===== src/rtl/stq_id_alloc_pkg.sv =====
// Shared store-queue types and ROB-ID age helpers for the stqid allocator.
// Used by stq_id_alloc (optional watermark: STQ_ALLOC_WATERMARK_EN).
package mem_defs;

    localparam int STQ_NUM_ENTRIES = 8;
    localparam int STQ_ID_W        = $clog2(STQ_NUM_ENTRIES);

    typedef logic [STQ_ID_W-1:0] t_stq_id;
    typedef logic [STQ_ID_W:0]   t_stq_ptr;

endpackage

package gen_funcs;

    localparam int ROBID_MAX_W = 16;

    // Age relative to the oldest ROB entry, so wrapped robids order correctly.
    function automatic logic [ROBID_MAX_W-1:0] rob_age(
        input logic [ROBID_MAX_W-1:0] x,
        input logic [ROBID_MAX_W-1:0] oldest,
        input int                     w
    );
        logic [ROBID_MAX_W-1:0] mask;
        mask = (ROBID_MAX_W'(1) << w) - ROBID_MAX_W'(1);
        return (x - oldest) & mask;
    endfunction

    function automatic logic rob_younger_eq(
        input logic [ROBID_MAX_W-1:0] x,
        input logic [ROBID_MAX_W-1:0] ref_id,
        input logic [ROBID_MAX_W-1:0] oldest,
        input int                     w
    );
        return rob_age(x, oldest, w) >= rob_age(ref_id, oldest, w);
    endfunction

endpackage


===== src/rtl/stq_id_alloc_nuke_scan.sv =====
// Find-first flushed entry, scanning from head in allocation order.
// Returns the pointer (with wrap bit) of that entry and a found flag.
module stq_nuke_scan #(
    parameter int NUM_ENTRIES = 8
) (
    input  logic [NUM_ENTRIES-1:0]          flush_i,
    input  logic [$clog2(NUM_ENTRIES):0]    head_ptr_i,
    output logic [$clog2(NUM_ENTRIES):0]    new_tail_o,
    output logic                            found_o
);

    localparam int IDX_W = $clog2(NUM_ENTRIES);
    localparam int PTR_W = IDX_W + 1;

    logic [PTR_W-1:0] ptr;

    always_comb begin
        found_o    = 1'b0;
        new_tail_o = head_ptr_i;
        ptr        = head_ptr_i;
        for (int i = 0; i < NUM_ENTRIES; i++) begin
            ptr = head_ptr_i + PTR_W'(i);
            if (!found_o && flush_i[ptr[IDX_W-1:0]]) begin
                found_o    = 1'b1;
                new_tail_o = ptr;
            end
        end
    end

endmodule


===== src/rtl/stq_id_alloc.sv =====
// Store-queue ID allocator: circular head/tail with wrap bits, nuke rollback.
// STQ_ALLOC_WATERMARK_EN builds the almost-full watermark output.
module stq_id_alloc
    import mem_defs::*;
    import gen_funcs::*;
#(
    parameter int NUM_ENTRIES = STQ_NUM_ENTRIES,
    parameter int ROBID_W     = 6
) (
    input  logic                           clk,
    input  logic                           reset,
    input  logic                           disp_valid_rs0,
    input  logic                           disp_is_st_rs0,
    input  logic [ROBID_W-1:0]             disp_robid_rs0,
    output logic [$clog2(NUM_ENTRIES)-1:0] alloc_stqid_rs0,
    output logic                           stq_full_rs0,
    output logic                           stq_empty,
    output logic [$clog2(NUM_ENTRIES):0]   stq_count,
    output logic [$clog2(NUM_ENTRIES)-1:0] head_stqid,
    input  logic                           dealloc_valid_rt,
    input  logic                           nuke_valid_rb1,
    input  logic [ROBID_W-1:0]             nuke_robid_rb1,
    input  logic [ROBID_W-1:0]             oldest_robid,
    output logic                           stq_almost_full_rs0
);

    localparam int IDX_W = $clog2(NUM_ENTRIES);
    localparam int PTR_W = IDX_W + 1;

    logic [PTR_W-1:0]       head_q, head_d;
    logic [PTR_W-1:0]       tail_q, tail_d;
    logic [NUM_ENTRIES-1:0] e_valid_q, e_valid_d;
    logic [ROBID_W-1:0]     e_robid_q [NUM_ENTRIES];
    logic [ROBID_W-1:0]     e_robid_d [NUM_ENTRIES];

    logic [PTR_W-1:0]       count;
    logic                   alloc;
    logic [NUM_ENTRIES-1:0] flush;
    logic [PTR_W-1:0]       scan_tail;
    logic                   scan_found;

    assign count = tail_q - head_q;
    assign alloc = disp_valid_rs0 & disp_is_st_rs0 & ~nuke_valid_rb1;

    assign alloc_stqid_rs0 = tail_q[IDX_W-1:0];
    assign head_stqid      = head_q[IDX_W-1:0];
    assign stq_count       = count;
    assign stq_full_rs0    = (count == PTR_W'(NUM_ENTRIES));
    assign stq_empty       = (count == '0);

`ifdef STQ_ALLOC_WATERMARK_EN
    assign stq_almost_full_rs0 = (PTR_W'(NUM_ENTRIES) - count) <= PTR_W'(2);
`else
    assign stq_almost_full_rs0 = 1'b0;
`endif

    always_comb begin
        flush = '0;
        for (int i = 0; i < NUM_ENTRIES; i++) begin
            flush[i] = e_valid_q[i] & rob_younger_eq(
                ROBID_MAX_W'(e_robid_q[i]),
                ROBID_MAX_W'(nuke_robid_rb1),
                ROBID_MAX_W'(oldest_robid),
                ROBID_W);
        end
    end

    stq_nuke_scan #(
        .NUM_ENTRIES (NUM_ENTRIES)
    ) u_scan (
        .flush_i    (flush),
        .head_ptr_i (head_q),
        .new_tail_o (scan_tail),
        .found_o    (scan_found)
    );

    always_comb begin
        head_d    = head_q;
        tail_d    = tail_q;
        e_valid_d = e_valid_q;
        e_robid_d = e_robid_q;
        if (nuke_valid_rb1) begin
            e_valid_d = e_valid_q & ~flush;
            if (scan_found) begin
                tail_d = scan_tail;
            end
        end
        if (dealloc_valid_rt) begin
            e_valid_d[head_q[IDX_W-1:0]] = 1'b0;
            head_d = head_q + PTR_W'(1);
            // A flushed head leaves tail at head; the commit drags it along.
            if (tail_d == head_q) begin
                tail_d = head_q + PTR_W'(1);
            end
        end
        if (alloc) begin
            e_valid_d[tail_q[IDX_W-1:0]] = 1'b1;
            e_robid_d[tail_q[IDX_W-1:0]] = disp_robid_rs0;
            tail_d = tail_q + PTR_W'(1);
        end
    end

    always_ff @(posedge clk or posedge reset) begin
        if (reset) begin
            head_q    <= '0;
            tail_q    <= '0;
            e_valid_q <= '0;
            e_robid_q <= '{default: '0};
        end else begin
            head_q    <= head_d;
            tail_q    <= tail_d;
            e_valid_q <= e_valid_d;
            e_robid_q <= e_robid_d;
        end
    end

`ifdef SIMULATION
    a_no_alloc_full: assert property (@(posedge clk) disable iff (reset)
        !(alloc && stq_full_rs0 && !dealloc_valid_rt))
        else $error("stq_id_alloc: store allocated while full");
    a_no_dealloc_empty: assert property (@(posedge clk) disable iff (reset)
        !(dealloc_valid_rt && stq_empty))
        else $error("stq_id_alloc: dealloc while empty");
`endif

endmodule

===== config.mk =====
export PLATFORM = sky130hd
export DESIGN_NAME = stq_id_alloc
export DESIGN_NICKNAME = d
export VERILOG_FILES = /design/src/rtl/stq_id_alloc_pkg.sv /design/src/rtl/stq_id_alloc_nuke_scan.sv /design/src/rtl/stq_id_alloc.sv
export SDC_FILE = /design/constraint.sdc
export NUM_CORES = 1
export LEC_CHECK = 0
export BUFFER_PORTS_ARGS = -buffer_cell sky130_fd_sc_hd__buf_2
export CORE_ASPECT_RATIO = 0.5
export CORE_MARGIN = 2
export CORE_UTILIZATION = 45
export DETAILED_ROUTE_END_ITERATION = 16
export GPL_TIMING_DRIVEN = 0
export HOLD_SLACK_MARGIN = 0.03
export MAX_ROUTING_LAYER = met4
export PLACE_DENSITY = 0.61
export SLEW_MARGIN = 20
export SYNTH_ARGS = -nofsm -noshare
export SYNTH_HDL_FRONTEND = slang
export SYNTH_SLANG_ARGS = --single-unit

===== constraint.sdc =====
create_clock -name clk -period 8.54 [get_ports clk]
set_clock_uncertainty 0.15 [all_clocks]
set_input_delay 0.854 -clock clk [delete_from_list [all_inputs] [get_ports clk]]
set_output_delay 0.854 -clock clk [all_outputs]
set_load 0.02 [all_outputs]

==> impl_metrics.json, run 1 <==
{
  "routed_wl_um": 20200,
  "worstSetupPathType": "input port to flip-flop",
  "synthAdderAreaFrac_pct": 20.2,
  "clk_latency_ns": 0.34,
  "syn-mean-instance-area_um2": 9.02,
  "finalSetupTns_ns": 0,
  "cts.sinks": 64,
  "drv_cap": 0,
  "setup_viol": 0,
  "vias_per_cell": 6.17,
  "cts.clk_slew.worst_paths_ns": 0.06,
  "fmax_mhz": 129,
  "cts_buffers": 9,
  "netlist_area_um2": 7230,
  "holdWs_ns": 0.278,
  "grt_pass1_vias": 6262,
  "cp_slowest_stage_delay_ns": 0.81,
  "final_cell_mix": "ha_1 (84), dfrtp_1 (64), nand2_1 (62), mux2_2 (46), nand3_1 (39)",
  "cts_resized": 0,
  "grt_pass1_wl_um": 33100,
  "path_buf_inv": 3,
  "cts_tree": "done",
  "track_usage_pct": 25.3,
  "portBuffers": 32,
  "clkPwrFrac_pct": 11.1,
  "critPathLaunchType": "input port",
  "rows": 32,
  "end_kind": "flip-flop",
  "grt_max_degree": 55,
  "dp_cells": 1038,
  "p_comb_share_pct": 72.5,
  "hold_viol": 0,
  "min_period_over_period_pct": 90.7,
  "worstHoldPathType": "input port to asynchronous set/reset pin",
  "synth_ff_type": "dfrtp_1",
  "p_leak_nw": 3.55,
  "dp_hpwl_um": 15500,
  "timing.final.max_slew_violations": 0,
  "period_needed_ns": 7.75,
  "place_congestion": 0.924,
  "synthSimpleGateAreaFrac_pct": 16.5,
  "ctsHtreeMaxLevel": 3,
  "dieArea_um2": 17200,
  "worstReg2RegEnd": "tail_q[0]$_DFF_PP0_",
  "syn_nets": 919,
  "netlist_instances": 801,
  "ios": 37,
  "final_nets": 963,
  "cpLargestDelayFamily": "compound AO/OA/AOI/OAI gates",
  "relSlewSlack_pct": 31.9,
  "crit_required_ns": 8.62,
  "vias": 6508,
  "power_switching_share_pct": 50.1,
  "drt_iter0_markers": 436,
  "seqPwrFrac_pct": 16.4,
  "final-instance-count-excl-fill": 1054,
  "mostFrequentLayoutCell": "ha_1",
  "ff2ff_setup_slack_ns": 2.13,
  "final_antenna_net_count": 0,
  "syn2layout_area_growth_pct": 10.6,
  "wl_per_cell_um": 19.2,
  "core_um2": 15500,
  "worstPathArrival_ns": 7.82,
  "worst_path_max_delay_cell": "a311oi_1",
  "die_x_um": 183,
  "intPower_mw": 1.72,
  "p_sw_mw": 1.73,
  "synthXorXnorAreaFrac_pct": 6.77,
  "yosys.area.top_type_share_pct": 22.2,
  "synth_cell_types": 84,
  "yosys-top-cells-area": "dfrtp_1 (22%), ha_1 (15%), mux2_2 (7.2%)",
  "ctsLongestPathBuffers": 2,
  "rsz0062_at_grt": "false",
  "outcome": "complete, no violations",
  "cts_hold_buf": 0,
  "synthArstFlopShare_pct": 100,
  "crit_path_cell_trace": "buf_2, inv_1, ha_1, nor2b_1, o31ai_1, nand2_1, ha_1, o21ai_0, o21bai_1, maj3_1, maj3_2, and2_0, a311oi_1, and3b_1, buf_2, nand3_1, o31ai_2, a2bb2oi_1, or4b_1, o2111ai_1, a22o_1, and4_1",
  "synth_warnings": 0,
  "root_buffer": "clkbuf_16",
  "post_cts_buffers": 0,
  "rr_startpoint": "e_robid_q[12]$_DFFE_PP0P_",
  "drc": 0,
  "power_mw": 3.44,
  "worstPathMaxFanout": 18,
  "tightest_slew_ns": 1.01,
  "worst_r2r_path_depth": 22,
  "start_util_pct": 46.5,
  "synthMuxAreaShare_pct": 8.03,
  "grt.overflow.total": 0,
  "synth_edf_count": 0,
  "synth_seq_area_share_pct": 22.2,
  "synth_largest_area_cell": "dfrtp_1",
  "insertedDiodeCount": 0,
  "synth_compound_area_share_pct": 21.6,
  "vdd_drop_max_uv": 139,
  "power_per_cell_area_nw_per_um2": 431,
  "antenna_found_initial": 0,
  "die_h_um": 93.6,
  "synth_top_family_by_area": "compound AO/OA/AOI/OAI gates",
  "synth-seq-cells": 64,
  "drtPass1Iterations": 6,
  "drive_gt1_share_pct": 17.3
}
metal layers:
metal | GRT usage [%] | share of wire (%) | vias to the layer above
li1 | - | - | 3085
met4 | 5.60 | 1.4 | 0
met3 | 4.09 | 5.4 | 22
met5 | - | 0 | -
met2 | 38.7 | 43 | 199
met1 | 35.4 | 50 | 3202
area by class of cell:
class,count,area [µm²]
plain buffers,34,189
clock buffers,9,225
multi-input cells,663,5300
flip-flops and latches,64,1600
clock inverters,7,77.6
well taps,204,255
inverters,40,153
fillers,1482,7540
repair buffers,33,188
cell usage after synthesis, types with 19 or more instances:
library cell  instances
o21ai_0              29
nand3_1              39
dfrtp_1              64
inv_1                37
nand2_1              62
a21oi_1              30
xnor2_1              25
xor2_1               24
mux2_2               46
ha_1                 84
clkbuf_1             19
nor2_1               35
power by group through the flow:
stage	registers [mW]	clock network, mW	logic [mW]
finish	0.567	0.381	2.50
global route	0.586	0.402	2.76
CTS	0.565	0.387	2.46
detailed placement	0.569	0	2.45
global placement	0.564	0	2.39
floorplan	0.531	0	1.89
through the flow:
stage | setup slack [ns] | area (µm²) | util, %
2_1_floorplan | 1.86 | 7230 | -
3_3_place_gp | 0.635 | 7640 | 49.2
3_5_place_dp | 0.537 | 7690 | 49.5
4_1_cts | 0.879 | 7990 | 51.4
5_1_grt | 0.249 | 7990 | 51.4
6_report | 0.794 | 7990 | 51.4
sequential cells by signal, summed over array words and instances (netlist names):
| name | cells |
|---|---|
| e_robid_q | 48 |
| e_valid_q | 8 |
| head_q | 4 |
| tail_q | 4 |
how the worst max path moves through the flow:
stage / to / from / slack [ns] / depth (start not counted)
after floorplan: tail_q[0]$_DFF_PP0_ / oldest_robid[1] / 1.86 / 21
after global placement: tail_q[0]$_DFF_PP0_ / oldest_robid[1] / 0.63 / 21
after detailed placement: tail_q[0]$_DFF_PP0_ / oldest_robid[1] / 0.54 / 21
after CTS: tail_q[0]$_DFF_PP0_ / oldest_robid[1] / 0.88 / 21
after global routing: tail_q[2]$_DFF_PP0_ / oldest_robid[1] / 0.25 / 20
final: tail_q[0]$_DFF_PP0_ / oldest_robid[1] / 0.79 / 22
kinds of logic (layout without fill, tap and decap cells):
logic type               Yosys count  count (layout)
AO/OA/AOI/OAI                    214             214
flip-flops                        64              64
multiplexers                      51              51
adder cells (fa/ha/maj)          114             114
XOR/XNOR                          52              52
other                              1               1
AND/OR/NAND/NOR                  231             231
buffers and inverters             74             123
Power figures use the tool's default switching activity.
==> run 2: changes to the inputs <==
CORE_UTILIZATION = 25   (was 45)
PLACE_DENSITY = 0.38   (was 0.61)
==> impl_metrics.json, run 2 (synthesized netlist as in run 1, its figures left out) <==
{
  "outcome": "complete, no violations",
  "clk_latency_ns": 0.35,
  "worstPathMaxFanout": 18,
  "hold_viol": 0,
  "worst_r2r_path_depth": 22,
  "grt_pass1_vias": 6063,
  "track_usage_pct": 15.8,
  "worstPathArrival_ns": 7.83,
  "vias_per_cell": 5.09,
  "tightest_slew_ns": 1.08,
  "grt_max_degree": 39,
  "final_antenna_net_count": 0,
  "clkPwrFrac_pct": 10.8,
  "power_per_cell_area_nw_per_um2": 424,
  "timing.final.max_slew_violations": 0,
  "finalSetupTns_ns": 0,
  "min_delay_path_depth": 1,
  "cts.clk_slew.worst_paths_ns": 0.06,
  "drt_iter0_markers": 368,
  "reg_top3": "e_robid_q: 48 flops, e_valid_q: 8 flops",
  "portBuffers": 32,
  "drv_cap": 0,
  "power_mw": 3.47,
  "cts_hold_buf": 0,
  "vias": 6276,
  "dieArea_um2": 30400,
  "ios": 37,
  "die_x_um": 244,
  "core_um2": 28100,
  "p_leak_nw": 3.53,
  "syn2layout_area_growth_pct": 13.4,
  "cts.sinks": 64,
  "worstHoldPathType": "flip-flop to flip-flop",
  "cts_buffers": 9,
  "p_comb_share_pct": 72.5,
  "period_needed_ns": 7.75,
  "relSlewSlack_pct": 26.8,
  "holdWs_ns": 0.355,
  "largest_reg_flops": 48,
  "grt_pass1_wl_um": 36400,
  "final_nets": 964,
  "dp_hpwl_um": 18100,
  "drive_gt1_share_pct": 17.2,
  "start_util_pct": 25.7,
  "antenna_found_initial": 0,
  "rows": 43,
  "setup_viol": 0,
  "intPower_mw": 1.71,
  "cts_tree": "done",
  "insertedDiodeCount": 0,
  "crit_required_ns": 8.62,
  "p_sw_mw": 1.76,
  "cts_resized": 0,
  "mostFrequentLayoutCell": "ha_1",
  "die_h_um": 124,
  "drtPass1Iterations": 4,
  "wl_per_cell_um": 18.4,
  "fmax_mhz": 129,
  "worstSetupPathType": "input port to flip-flop",
  "largest-register": "e_robid_q",
  "post_cts_buffers": 0,
  "place_congestion": 0.847,
  "root_buffer": "clkbuf_16",
  "vdd_drop_max_uv": 118,
  "min_period_over_period_pct": 90.8,
  "final_cell_mix": "ha_1 (84), dfrtp_1 (64), nand2_1 (62), mux2_2 (46), nand3_1 (39)",
  "critPathLaunchType": "input port",
  "drc": 0,
  "ctsHtreeMaxLevel": 3,
  "grt.overflow.total": 0,
  "routed_wl_um": 22700,
  "end_kind": "flip-flop",
  "ctsLongestPathBuffers": 2,
  "fillCellCount": 3009,
  "power_switching_share_pct": 50.6,
  "seqPwrFrac_pct": 16.7,
  "rsz0062_at_grt": "false"
}
[run 2: final timing paths]
kind | from | slack (ns) | endpoint
worst min register to register | e_robid_q[42]$_DFFE_PP0P_ | 0.35 | e_robid_q[42]$_DFFE_PP0P_
min in group asynchronous | reset | 0.42 | e_robid_q[5]$_DFFE_PP0P_
max in group asynchronous | reset | 7.27 | e_robid_q[24]$_DFFE_PP0P_
worst max-delay path | oldest_robid[1] | 0.79 | tail_q[2]$_DFF_PP0_
worst min-delay path | e_robid_q[42]$_DFFE_PP0P_ | 0.35 | e_robid_q[42]$_DFFE_PP0P_
worst max register to register | e_robid_q[12]$_DFFE_PP0P_ | 2.10 | tail_q[2]$_DFF_PP0_
[run 2: layer usage]
layer  track usage (%)  wire length, µm  vias up
met4              3.91              340        0
met5                 -                0        -
met2              22.9             9590      109
met3              2.27              693       19
met1              23.0            12100     3059
li1                  -                -     3089
[run 2: area by class of cell]
cell class	count	area (µm²)	area share [%]
Sequential cell	64	1600	19.5
Timing Repair Buffer	34	188	2.29
Multi-Input combinational cell	663	5300	64.7
Clock inverter	5	58.8	0.717
Inverter	40	153	1.86
Tap cell	382	478	5.83
Buffer	34	189	2.30
Clock buffer	10	229	2.79
[run 2: power by group through the flow]
stage / Clock, mW / Sequential (mW) / Combinational, mW
after floorplan: 0 / 0.531 / 1.89
after global placement: 0 / 0.579 / 2.47
after detailed placement: 0 / 0.583 / 2.50
after CTS: 0.395 / 0.578 / 2.51
after global routing: 0.404 / 0.601 / 2.80
final: 0.376 / 0.580 / 2.52
[run 2: through the flow]
stage	setup WS, ns	cells	utilization [%]	area [µm²]
after floorplan	1.86	801	-	7230
after global placement	0.376	1215	28.0	7870
after detailed placement	0.411	1217	28.2	7910
after CTS	0.774	1232	29.2	8200
after global routing	0.197	1232	29.2	8200
final	0.787	1232	29.2	8200
[run 2: critical path, stage by stage]
cell,delay (ns)
buf_2,0.09
inv_1,0.67
ha_1,0.37
nor2b_1,0.14
o31ai_1,0.46
nand2_1,0.41
ha_1,0.42
a21oi_1,0.14
o21ai_0,0.15
maj3_1,0.43
maj3_2,0.37
a32oi_1,0.49
o211ai_1,0.29
a211oi_1,0.45
nand3_1,0.31
o31ai_2,0.59
a2bb2oi_1,0.24
or4b_1,0.22
o2111ai_1,0.22
and3_1,0.27
o221a_1,0.21
==> run 3: changes to the inputs <==
CELL_PAD_IN_SITES_DETAIL_PLACEMENT = 0   (was not set)
CELL_PAD_IN_SITES_GLOBAL_PLACEMENT = 1   (was not set)
PLACE_DENSITY = 0.46   (was 0.38)
==> impl_metrics.json, run 3 (synthesized netlist as in run 1, its figures left out) <==
{
  "grt.overflow.total": 0,
  "start_util_pct": 25.7,
  "reg_top3": "e_robid_q: 48 flops, e_valid_q: 8 flops",
  "grt_pass1_wl_um": 38200,
  "worstPathArrival_ns": 7.91,
  "holdWs_ns": 0.339,
  "ff2ff_setup_slack_ns": 2.12,
  "use_met1_pct": 24.4,
  "final_nets": 964,
  "grt_max_degree": 44,
  "largest_reg_flops": 48,
  "wl_per_cell_um": 19.5,
  "timing.final.max_slew_violations": 0,
  "insertedDiodeCount": 0,
  "use_met2_pct": 24.7,
  "final_cell_mix": "ha_1 (84), dfrtp_1 (64), nand2_1 (62), mux2_2 (46), nand3_1 (39)",
  "root_buffer": "clkbuf_16",
  "worstPathMaxFanout": 18,
  "rows": 43,
  "cts_tree": "done",
  "setup_viol": 0,
  "power_per_cell_area_nw_per_um2": 428,
  "syn2layout_area_growth_pct": 13.9,
  "ctsHtreeMaxLevel": 3,
  "post_cts_buffers": 0,
  "drc": 0,
  "vias": 6331,
  "busiest_layer": "met2",
  "worstHoldPathType": "input port to asynchronous set/reset pin",
  "core_um2": 28100,
  "final_core_util_pct": 29.3,
  "portBuffers": 32,
  "final_antenna_net_count": 0,
  "place_congestion": 0.833,
  "drt_iter0_markers": 327,
  "fillCellCount": 3014,
  "min_period_over_period_pct": 91.8,
  "hold_viol": 0,
  "ios": 37,
  "track_usage_pct": 16.8,
  "critPathLaunchType": "input port",
  "cts_buffers": 9,
  "cts.sinks": 64,
  "tightest_slew_ns": 1.08,
  "outcome": "complete, no violations",
  "drive_gt1_share_pct": 17.3,
  "dp_hpwl_um": 18800,
  "p_leak_nw": 3.55,
  "period_needed_ns": 7.84,
  "dieArea_um2": 30400,
  "rsz0062_at_grt": "false",
  "mostFrequentLayoutCell": "ha_1",
  "die_x_um": 244,
  "routed_wl_um": 24100,
  "met3_usage_pct": 2.35,
  "grt_pass1_vias": 6256,
  "ctsLongestPathBuffers": 2,
  "end_kind": "flip-flop",
  "finalSetupTns_ns": 0,
  "cts.clk_slew.worst_paths_ns": 0.06,
  "fmax_mhz": 128,
  "crit_required_ns": 8.61,
  "largest-register": "e_robid_q",
  "die_h_um": 124,
  "clk_latency_ns": 0.35,
  "vdd_drop_max_uv": 127,
  "worstSetupPathType": "input port to flip-flop",
  "vias_per_cell": 5.13,
  "relSlewSlack_pct": 27.4,
  "antenna_found_initial": 0,
  "drtPass1Iterations": 5,
  "drv_cap": 0
}
run 3: critical path, stage by stage:
cell and delay, ns:
buf_2 0.10, clkinvlp_4 0.46, ha_1 0.48, nor2b_1 0.15, o31ai_1 0.54, nand2_1 0.49, ha_1 0.44, a21oi_1 0.13
o21ai_0 0.16, maj3_1 0.44, maj3_2 0.37, a32oi_1 0.48, o211ai_1 0.31, a211oi_1 0.47, nand3_1 0.33, or4b_4 0.59
o21ai_1 0.22, o21ai_0 0.11, and3_1 0.19, clkbuf_1 0.16, and3_1 0.19, o221a_1 0.22
run 3: metrics by stage:
| stage | power [mW] | setup slack (ns) | instance area (µm²) | instances |
|---|---|---|---|---|
| after floorplan | 2.42 | 1.86 | 7230 | 801 |
| after CTS | 3.54 | 0.380 | 8220 | 1233 |
| after global placement | 3.11 | -0.0436 | 7870 | 1215 |
| final | 3.52 | 0.700 | 8230 | 1233 |
| after global routing | 3.87 | 0.0287 | 8230 | 1233 |
| after detailed placement | 3.13 | 0.0236 | 7920 | 1217 |
run 3: report_power, final:
part	total [mW]	internal [mW]	switching, mW
clock	0.387	0.235	0.152
combinational	2.57	1.05	1.52
sequential	0.567	0.440	0.127
run 3: cell type report:
cell class / count / area (µm²) / share of cell area (%)
multi-input cells: 663 / 5310 / 64.5
flip-flops and latches: 64 / 1600 / 19.5
well taps: 382 / 478 / 5.81
clock buffers: 12 / 246 / 3.00
repair buffers: 34 / 195 / 2.37
plain buffers: 34 / 189 / 2.30
inverters: 40 / 156 / 1.90
clock inverters: 4 / 52.6 / 0.639
run 3: layer usage:
metal  vias up  share of wire, %
met2       124                43
met1      3088                53
met3        16               3.2
met5         -                 0
li1       3103                 -
met4         0               1.2
run 3: worst paths after layout:
kind                                      startpoint                         to  cells after the start
setup / recovery                     oldest_robid[1]        tail_q[2]$_DFF_PP0_                     22
hold / removal                                 reset      head_q[0]$_DFFE_PP0P_                      2
setup reg to reg           e_robid_q[12]$_DFFE_PP0P_        tail_q[2]$_DFF_PP0_                     23
hold reg to reg            e_robid_q[42]$_DFFE_PP0P_  e_robid_q[42]$_DFFE_PP0P_                      1
max in group asynchronous                      reset  e_robid_q[36]$_DFFE_PP0P_                      3
min in group clk           e_robid_q[42]$_DFFE_PP0P_  e_robid_q[42]$_DFFE_PP0P_                      1
run 3: repair_timing:
item,4_1_cts,5_1_grt
gates resized for setup,0,2
hold endpoints to repair,0,0
endpoints found under the setup margin,0,4
hold buffers,0,0
